$ cat config.mk
export PLATFORM = sky130hd
export DESIGN_NAME = sp_ram_burst_reader
export DESIGN_NICKNAME = d
export VERILOG_FILES = /design/src/rtl/sp_ram_burst_reader.sv
export SDC_FILE = /design/constraint.sdc
export NUM_CORES = 1
export LEC_CHECK = 0
export CORE_ASPECT_RATIO = 1.75
export CORE_MARGIN = 2
export CORE_UTILIZATION = 30
export CTS_CLUSTER_DIAMETER = 150
export DETAILED_ROUTE_END_ITERATION = 6
export GPL_TIMING_DRIVEN = 0
export PLACE_DENSITY_LB_ADDON = 0.12
export SYNTH_ARGS = -nofsm -noshare
export SYNTH_HDL_FRONTEND = slang
export SYNTH_SLANG_ARGS = --single-unit
$ cat constraint.sdc
create_clock -name clka -period 3.6 [get_ports clka]
set_input_delay 0.9 -clock clka [delete_from_list [all_inputs] [get_ports clka]]
set_output_delay 0.9 -clock clka [all_outputs]
set_load 0.005 [all_outputs]
$ cat src/rtl/sp_ram_burst_reader.sv
// Burst read controller for a single-port RAM with fixed read latency.
// Returns words in address order on a valid/ready stream with credit-limited FIFO.
module sp_ram_burst_reader #(
    parameter int AW           = 3,
    parameter int DW           = 4,
    parameter int READ_LATENCY = 3,
    parameter int FIFO_DEPTH   = 4
) (
    input  logic          clka,
    input  logic          rsta_n,
    input  logic          cmd_valid,
    output logic          cmd_ready,
    input  logic [AW-1:0] cmd_addr,
    input  logic [AW:0]   cmd_len,
    output logic [AW-1:0] ram_addra,
    output logic          ram_ena,
    output logic          ram_wea,
    output logic          ram_regcea,
    input  logic [DW-1:0] ram_douta,
    output logic          m_valid,
    input  logic          m_ready,
    output logic [DW-1:0] m_data,
    output logic          m_last,
    output logic          busy
);

    localparam int PW = $clog2(FIFO_DEPTH);
    localparam int CW = $clog2(FIFO_DEPTH + 1);
    localparam logic [CW-1:0] CRED_FULL = CW'(FIFO_DEPTH);
    localparam logic [CW-1:0] CNT_ONE   = CW'(1);
    localparam logic [AW:0]   LEN_ONE   = (AW+1)'(1);
    localparam logic [PW-1:0] PTR_ONE   = PW'(1);
    localparam logic [AW-1:0] ADDR_ONE  = AW'(1);

    typedef enum logic [1:0] {
        S_IDLE,
        S_ISSUE,
        S_DRAIN
    } state_t;

    state_t          r_state;
    state_t          w_state_nxt;
    logic [AW-1:0]   r_addr;
    logic [AW:0]     r_rem;
    logic [CW-1:0]   r_credits;
    logic [CW-1:0]   w_cred_pop;

    logic            w_issue;
    logic            w_issue_last;
    logic [AW-1:0]   w_issue_addr;
    logic [AW:0]     w_issue_rem;
    logic            w_cmd_ready;

    logic            r_ram_ena;
    logic            r_ram_last;
    logic [AW-1:0]   r_ram_addra;

    logic [READ_LATENCY-1:0] r_pv;
    logic [READ_LATENCY-1:0] r_pl;

    logic [DW-1:0]   r_fd [FIFO_DEPTH];
    logic [FIFO_DEPTH-1:0] r_fl;
    logic [PW-1:0]   r_wptr;
    logic [PW-1:0]   r_rptr;
    logic [CW-1:0]   r_count;

    logic            w_push;
    logic            w_pop;
    logic            w_m_valid;

    assign w_m_valid  = (r_count != '0);
    assign w_pop      = w_m_valid & m_ready;
    assign w_push     = r_pv[READ_LATENCY-1];
    assign w_cred_pop = r_credits + CW'(w_pop);

    // Next-state and issue decision; the first read issues on the command handshake.
    always_comb begin
        w_state_nxt  = r_state;
        w_issue      = 1'b0;
        w_issue_last = 1'b0;
        w_issue_addr = r_addr;
        w_issue_rem  = r_rem;
        w_cmd_ready  = 1'b0;
        unique case (r_state)
            S_IDLE: begin
                w_cmd_ready = 1'b1;
                if (cmd_valid && (cmd_len != '0)) begin
                    w_issue      = 1'b1;
                    w_issue_addr = cmd_addr;
                    w_issue_rem  = cmd_len;
                    w_issue_last = (cmd_len == LEN_ONE);
                    w_state_nxt  = w_issue_last ? S_DRAIN : S_ISSUE;
                end
            end
            S_ISSUE: begin
                if ((r_rem != '0) && (r_credits != '0)) begin
                    w_issue      = 1'b1;
                    w_issue_last = (r_rem == LEN_ONE);
                    if (w_issue_last) begin
                        w_state_nxt = S_DRAIN;
                    end
                end
            end
            S_DRAIN: begin
                if (w_cred_pop == CRED_FULL) begin
                    w_state_nxt = S_IDLE;
                end
            end
            default: begin
                w_state_nxt = S_IDLE;
            end
        endcase
    end

    // State, current address and remaining word count.
    always_ff @(posedge clka or negedge rsta_n) begin
        if (!rsta_n) begin
            r_state <= S_IDLE;
            r_addr  <= '0;
            r_rem   <= '0;
        end else begin
            r_state <= w_state_nxt;
            if (w_issue) begin
                r_addr <= w_issue_addr + ADDR_ONE;
                r_rem  <= w_issue_rem - LEN_ONE;
            end
        end
    end

    // Registered RAM port A request.
    always_ff @(posedge clka or negedge rsta_n) begin
        if (!rsta_n) begin
            r_ram_ena   <= 1'b0;
            r_ram_last  <= 1'b0;
            r_ram_addra <= '0;
        end else begin
            r_ram_ena  <= w_issue;
            r_ram_last <= w_issue & w_issue_last;
            if (w_issue) begin
                r_ram_addra <= w_issue_addr;
            end
        end
    end

    // Credits track free FIFO slots not yet claimed by in-flight reads.
    always_ff @(posedge clka or negedge rsta_n) begin
        if (!rsta_n) begin
            r_credits <= CRED_FULL;
        end else if (w_issue && !w_pop) begin
            r_credits <= r_credits - CNT_ONE;
        end else if (w_pop && !w_issue) begin
            r_credits <= r_credits + CNT_ONE;
        end
    end

    // Valid/last shift register aligned with the RAM read latency.
    always_ff @(posedge clka or negedge rsta_n) begin
        if (!rsta_n) begin
            r_pv <= '0;
            r_pl <= '0;
        end else begin
            r_pv[0] <= r_ram_ena;
            r_pl[0] <= r_ram_last;
            for (int i = 1; i < READ_LATENCY; i++) begin
                r_pv[i] <= r_pv[i-1];
                r_pl[i] <= r_pl[i-1];
            end
        end
    end

    // Output FIFO storage, pointers and occupancy.
    always_ff @(posedge clka or negedge rsta_n) begin
        if (!rsta_n) begin
            for (int i = 0; i < FIFO_DEPTH; i++) begin
                r_fd[i] <= '0;
            end
            r_fl    <= '0;
            r_wptr  <= '0;
            r_rptr  <= '0;
            r_count <= '0;
        end else begin
            if (w_push) begin
                r_fd[r_wptr] <= ram_douta;
                r_fl[r_wptr] <= r_pl[READ_LATENCY-1];
                r_wptr       <= r_wptr + PTR_ONE;
            end
            if (w_pop) begin
                r_rptr <= r_rptr + PTR_ONE;
            end
            if (w_push && !w_pop) begin
                r_count <= r_count + CNT_ONE;
            end else if (w_pop && !w_push) begin
                r_count <= r_count - CNT_ONE;
            end
        end
    end

    assign cmd_ready  = w_cmd_ready;
    assign ram_ena    = r_ram_ena;
    assign ram_addra  = r_ram_addra;
    assign ram_wea    = 1'b0;
    assign ram_regcea = 1'b1;
    assign m_valid    = w_m_valid;
    assign m_data     = r_fd[r_rptr];
    assign m_last     = w_m_valid & r_fl[r_rptr];
    assign busy       = (r_state != S_IDLE);

endmodule

==> results of run 1 <==
[logic make-up (layout without fill, tap and decap cells)]
family | Yosys count | after routing | share of synthesized area, %
flip-flops | 50 | 50 | 52.1
AND/OR/NAND/NOR | 43 | 43 | 9.42
multiplexers | 30 | 30 | 16.4
AO/OA/AOI/OAI | 24 | 24 | 7.29
buffers and inverters | 18 | 53 | 3.59
adder cells (fa/ha/maj) | 12 | 12 | 6.87
XOR/XNOR | 11 | 11 | 4.01
other | 2 | 2 | 0.312
[state kept, by name, indices dropped and copies added (netlist names)]
register	flops
r_rptr	2
r_fl	4
r_rem	4
r_state	2
r_pl	3
r_wptr	2
ram_ena	1
r_fd	16
ram_addra	3
r_addr	3
r_credits	3
r_pv	3
r_ram_last	1
r_count	3
[per-stage QoR]
stage          total power, uW  utilization, %  cells
4_1_cts                   2950            37.7    315
3_5_place_dp              2400            35.5    307
6_report                  2890            37.7    315
2_1_floorplan             1940               -    190
3_3_place_gp              2370            35.3    306
5_1_grt                   3130            37.7    315
[final cells by class]
| class | count | area share (%) |
|---|---|---|
| clock inverter | 2 | 1.27 |
| clock buffer | 6 | 4.36 |
| buffer | 8 | 1.65 |
| multi-input combinational | 122 | 36.0 |
| sequential | 50 | 42.3 |
| inverter | 10 | 1.27 |
| timing repair buffer | 27 | 9.31 |
| tap | 90 | 3.81 |
[worst paths after layout]
path	endpoint	slack, ns	depth (start not counted)
min in group asynchronous	r_fd[5]	0.63	1
max in group asynchronous	r_credits[2]	2.35	2
min reg2reg	r_pl[0]	0.35	0
min	r_pl[0]	0.35	0
max reg2reg	r_credits[2]	1.12	11
max	r_credits[2]	0.48	12
[per-layer routing]
metal	up-vias	part of all wire, %	global-route usage [%]
met4	0	1.0	4.95
met1	739	40	13.5
li1	730	-	-
met3	4	2.9	1.81
met2	28	56	21.9
met5	-	0	0
[worst register-to-register path: cells and delay by family (launching register included)]
family,cells,cell delay (ns)
flops,1,0.47
buf+inv,3,0.32
simple gates,3,0.57
compound gates,1,0.19
xor+xnor,2,0.32
fa+ha+maj,2,0.56
[cells in the mapped netlist, types with 2 or more instances]
library cell	instances
dfrtp_1	49
mux2_2	19
nand2_1	19
ha_1	10
inv_1	9
nor2_1	7
xor2_1	6
mux4_2	5
xnor2_1	5
a21oi_1	4
nor3_1	4
a22oi_1	3
buf_2	3
mux2i_1	3
or3_1	3
a211oi_1	2
a211oi_2	2
a22o_1	2
buf_4	2
conb_1	2
fa_1	2
mux2_1	2
o21ai_1	2
[where the power goes]
part           internal, uW  total [uW]  leakage [uW]  switching, uW
clock network           328         532     0.0000771            204
registers               848        1030      0.000599            182
logic                   744        1320      0.000616            579
total                  1920        2890       0.00129            964
==> run_results.csv, run 1 <==
group,metric,value,unit
sta,layout_setup_ws,0.478,ns
clock_network,clock_sinks,50,
worst_hold_path,min-delay-start,"r_ram_last",
clock_network,numCtsBuffers,5,
floorplan,die-area,8770,um^2
detailed_routing,first_pass_iters,4,
finish,final_cell_mix,"dfrtp_1 (49), clkdlybuf4s50_1 (25), nand2_1 (19), mux2_2 (19), ha_1 (10)",
logic_synthesis,ys_seq_area_share,52.1,%
finish,fin_nets,251,
worst_setup_path,startpoint,"cmd_valid",
logic_synthesis,synth_flop_cell,"dfrtp_1",
sta,maxSlewViolCount,0,
place,port_buffers,26,
clock_network,path_clk_slew,0.07,ns
floorplan,ios,29,
detailed_routing,drt_wl_total,4750,um
floorplan,rows,43,
worst_setup_path,crit_path_end_kind,"flip-flop",
place,post-place-ws,0.127,ns
clock_network,clockRootBuffer,"clkbuf_16",
global_route,grt_pass1_wl,8050,um
power,p_per_area,975,nW/um^2
detailed_routing,drtIter0Drc,92,
worst_setup_path,cp_slowest_cell,"clkdlybuf4s50_1",
finish,final_area,2960,um^2
detailed_routing,ant_nets,0,
sta,setup-tns-final,0,ns
logic_synthesis,ys_warn_count,0,
floorplan,die_x,71.7,um
worst_setup_path,cp.required,3.81,ns
sta,worst-slew-pin-transition,0.625,ns
sta,finClkSkew,0.00309,ns
finish,final_common_cell,"dfrtp_1",
clock_network,ctsHoldBuffers,0,
floorplan,core_area,7860,um^2
logic_synthesis,synthArstFlopShare,100,%
clock_network,cts_resized,0,
floorplan,fp.dieH,122,um
sta,maxSlewHeadroom,58.3,%
logic_synthesis,yosysTopAreaCell,"dfrtp_1",
logic_synthesis,synth_area,2400,um^2
sta,rsz0062_at_grt,"false",
worst_setup_path,cp_cell_sequence,"clkdlybuf4s50_1, nor3b_2, o21a_1, buf_6, nor2_4, inv_2, ha_1, inv_1, fa_1, xor2_1, nor2_1, xor2_1",
clock_network,cts_max_level,2,
finish,register_area,1250,um^2
global_route,antenna_found_initial,0,
sta,fin_crit,3.12,ns
worst_setup_path,crit_family,"buffers and inverters",
clock_network,cts_setup_buffers,0,
logic_synthesis,avgSynthCellArea,12.7,um^2
global_route,grt.overflow.total,0,
sta,min_period_over_period,86.7,%
global_route,grt_pass1_vias,1584,
worst_setup_path,critPathLaunchType,"input pin",
place,place_area,2790,um^2
flow_run,max_cap_viol_count,0,
logic_synthesis,syn_nets,217,
power,p_leak,0.00129,uW
place,gp_congestion,0.724,
detailed_routing,drc,0,
clock_network,cts_tree,"built",
logic_synthesis,ys_types,48,
logic_synthesis,synth_top_area_share,51.0,%
clock_network,clk_latency,0.28,ns
worst_setup_path,cp.arrival,3.34,ns
finish,drive_above_1_share,21.8,%
logic_synthesis,syn_inst,190,
global_route,grt_max_degree,28,
sta,setup_viol,0,
worst_setup_path,crit_buf_inv,4,
power,ir_worst_vdd,0.000371,V
clock_network,clockBufferDepth,2,
finish,area_growth,23.1,%
sta,hold_viol,0,
worst_setup_path,crit_type,"in2reg",
worst_setup_path,reg2reg_from,"r_state[0]",
place,dp_hpwl,3550,um
finish,multi_input_area,1060,um^2
sta,fin_hold_ws,0.349,ns
sta,clock.fmax,0.320,GHz
detailed_routing,post_drt_via_cell_ratio,4.77,
logic_synthesis,synth_edf_count,0,
global_route,grt_use_total,11.9,%
worst_setup_path,slowest_delay,0.52,ns
detailed_routing,wire_per_inst,15.1,um
status,status,"finished, final reports clean",
finish,fillerInstances,775,
worst_setup_path,cp_max_fo,9,
floorplan,start_util,30.6,%
finish,n_antenna_cell,0,
logic_synthesis,yosys_register_bits,50,
worst_setup_path,cp_common_cell,"xor2_1",
worst_hold_path,hold_path_class,"reg2reg",
detailed_routing,num_vias,1501,
logic_synthesis,synth.area.top_cells,"dfrtp_1 (51%), mux2_2 (8.9%), ha_1 (5.2%), mux4_2 (4.7%), nand2_1 (3.0%)",
Note: power is estimated with default switching activity, not from simulation.
==> inputs of run 2 (changes only) <==
SKIP_CTS_REPAIR_TIMING = 1   (was not set)
==> results of run 2 <==
No change in the layout: final DEF, timing and power equal those of run 1.
==> inputs of run 3 (changes only) <==
CORE_UTILIZATION = 59   (was 30)
HOLD_SLACK_MARGIN = 0.06   (was not set)
==> run 3 against run 2 <==
- flip-flop and latch count unchanged
- critical path type unchanged
- cell count down 13%
- register-to-register slack worse by 0.03 ns
- non-clock buffer count unchanged
- clock-buffer cell count unchanged
- die area down 47%
- clock skew up 0.0052 ns
- setup slack worse by 0.014 ns
- combinational power about the same
- clock power down 9.2%
- core utilization up 36 points
- largest power group unchanged
==> run_results.csv, run 3 (same netlist as run 1, synthesis figures left out) <==
group,metric,value,unit
worst_hold_path,min-delay-start,"r_pv[0]",
finish,n_antenna_cell,0,
finish,fin_nets,251,
worst_setup_path,r2r_slack,1.09,ns
worst_setup_path,worstReg2RegEnd,"r_credits[2]",
floorplan,die_x,52.3,um
sta,setup-tns-final,0,ns
global_route,grt.overflow.total,0,
detailed_routing,post_drt_via_cell_ratio,5.65,
clock_network,clockBufferDepth,2,
finish,final_cell_mix,"dfrtp_1 (49), clkdlybuf4s50_1 (25), nand2_1 (19), mux2_2 (19), ha_1 (10)",
floorplan,die-area,4620,um^2
sta,hold_viol,0,
detailed_routing,wire_per_inst,17.0,um
global_route,antenna_found_initial,0,
place,gp_congestion,0.775,
detailed_routing,num_vias,1543,
sta,fin_crit,3.14,ns
flow_run,max_cap_viol_count,0,
worst_setup_path,critPathLaunchType,"input pin",
floorplan,ios,29,
clock_network,clockRootBuffer,"clkbuf_8",
worst_setup_path,startpoint,"cmd_valid",
worst_setup_path,crit_type,"in2reg",
sta,clock.fmax,0.319,GHz
global_route,grt_max_degree,38,
sta,finClkSkew,0.00828,ns
detailed_routing,drc,0,
clock_network,clk_latency,0.31,ns
sta,setup_viol,0,
worst_setup_path,cp_max_fo,9,
floorplan,core_area,3900,um^2
sta,maxSlewHeadroom,62.2,%
worst_setup_path,crit_path_end_kind,"flip-flop",
power,p_per_area,996,nW/um^2
sta,min_period_over_period,87.1,%
clock_network,cts_tree,"built",
detailed_routing,drt_wl_total,4640,um
power,p_leak,0.00129,uW
worst_hold_path,hold_path_class,"reg2reg",
floorplan,rows,30,
clock_network,numCtsBuffers,5,
worst_hold_path,holdPathStages,0,
clock_network,clock_sinks,50,
power,ir_worst_vdd,0.000642,V
finish,largest_reg_flops,16,
sta,worst-slew-pin-transition,0.558,ns
detailed_routing,ant_nets,0,
worst_setup_path,cp.arrival,3.37,ns
global_route,grt_pass1_wl,7600,um
finish,area_growth,19.9,%
place,dp_hpwl,3430,um
finish,drive_above_1_share,22.2,%
worst_hold_path,hold-path-endpoint,"r_pv[1]",
clock_network,cts_max_level,2,
clock_network,path_clk_slew,0.09,ns
finish,regMostFlops,"r_fd",
sta,rsz0062_at_grt,"false",
worst_setup_path,reg2reg_from,"r_state[0]",
global_route,grt_pass1_vias,1637,
detailed_routing,drtIter0Drc,26,
sta,fin_hold_ws,0.353,ns
finish,reg_top3,"r_fd x16, r_fl x4, r_rem x4",
worst_setup_path,worst-r2r-cell-count,11,
floorplan,fp.dieH,88.4,um
finish,fillerInstances,272,
sta,maxSlewViolCount,0,
global_route,grt_use_total,22.9,%
finish,final_common_cell,"dfrtp_1",
detailed_routing,first_pass_iters,6,
place,port_buffers,26,
worst_setup_path,cp.required,3.83,ns
floorplan,start_util,61.6,%
status,status,"finished, final reports clean",
-- run 3: changes by cell type in the layout (fill, tap and decap cells not counted), sizes merged --
cell,before,now
bufinv,1,2
clkinvlp,1,0
-- run 3: metal layers --
layer	track usage [%]	wire, um	vias up
met5	0	0	-
met4	10.0	88	0
met3	3.04	125	8
met2	44.1	2650	38
met1	23.8	1780	772
li1	-	-	725
-- run 3: where the power goes --
| group | internal [uW] | total (uW) | switching (uW) |
|---|---|---|---|
| logic | 746 | 1350 | 608 |
| clock network | 296 | 483 | 186 |
| registers | 847 | 1030 | 186 |
| total | 1890 | 2870 | 980 |
-- run 3: how the worst max path moves through the flow --
stage	endpoint	depth (start not counted)
global route	r_credits[2]	12
detailed placement	r_credits[2]	12
global placement	r_credits[2]	12
floorplan	r_credits[2]	11
CTS	r_credits[2]	12
finish	r_credits[2]	12
-- run 3: area by class of cell --
type | count | area, um^2 | share of cell area, %
plain buffers | 8 | 48.8 | 1.69
repair buffers | 27 | 275 | 9.55
inverters | 10 | 37.5 | 1.30
multi-input cells | 122 | 1060 | 37.0
clock buffers | 6 | 82.6 | 2.87
flip-flops and latches | 50 | 1250 | 43.5
well taps | 48 | 60.1 | 2.08
clock inverters | 2 | 60.1 | 2.08
-- run 3: worst max-delay path, stage by stage --
cell	delay [ns]
clkdlybuf4s50_1	0.52
nor3b_2	0.37
o21a_1	0.19
buf_6	0.14
nor2_4	0.04
inv_2	0.11
ha_1	0.20
inv_1	0.06
fa_1	0.37
xor2_1	0.15
nor2_1	0.12
xor2_1	0.18
-- run 3: per-stage QoR --
| step | total power [uW] | instances | utilization, % | setup slack (ns) | cell area [um^2] |
|---|---|---|---|---|---|
| 3_5_place_dp | 2400 | 265 | 70.2 | 0.181 | 2740 |
| 5_1_grt | 3070 | 273 | 73.8 | 0.313 | 2880 |
| 2_1_floorplan | 1940 | 190 | - | 0.976 | 2400 |
| 6_report | 2870 | 273 | 73.8 | 0.465 | 2880 |
| 4_1_cts | 2900 | 273 | 73.8 | 0.488 | 2880 |
| 3_3_place_gp | 2290 | 264 | 69.8 | 0.255 | 2720 |
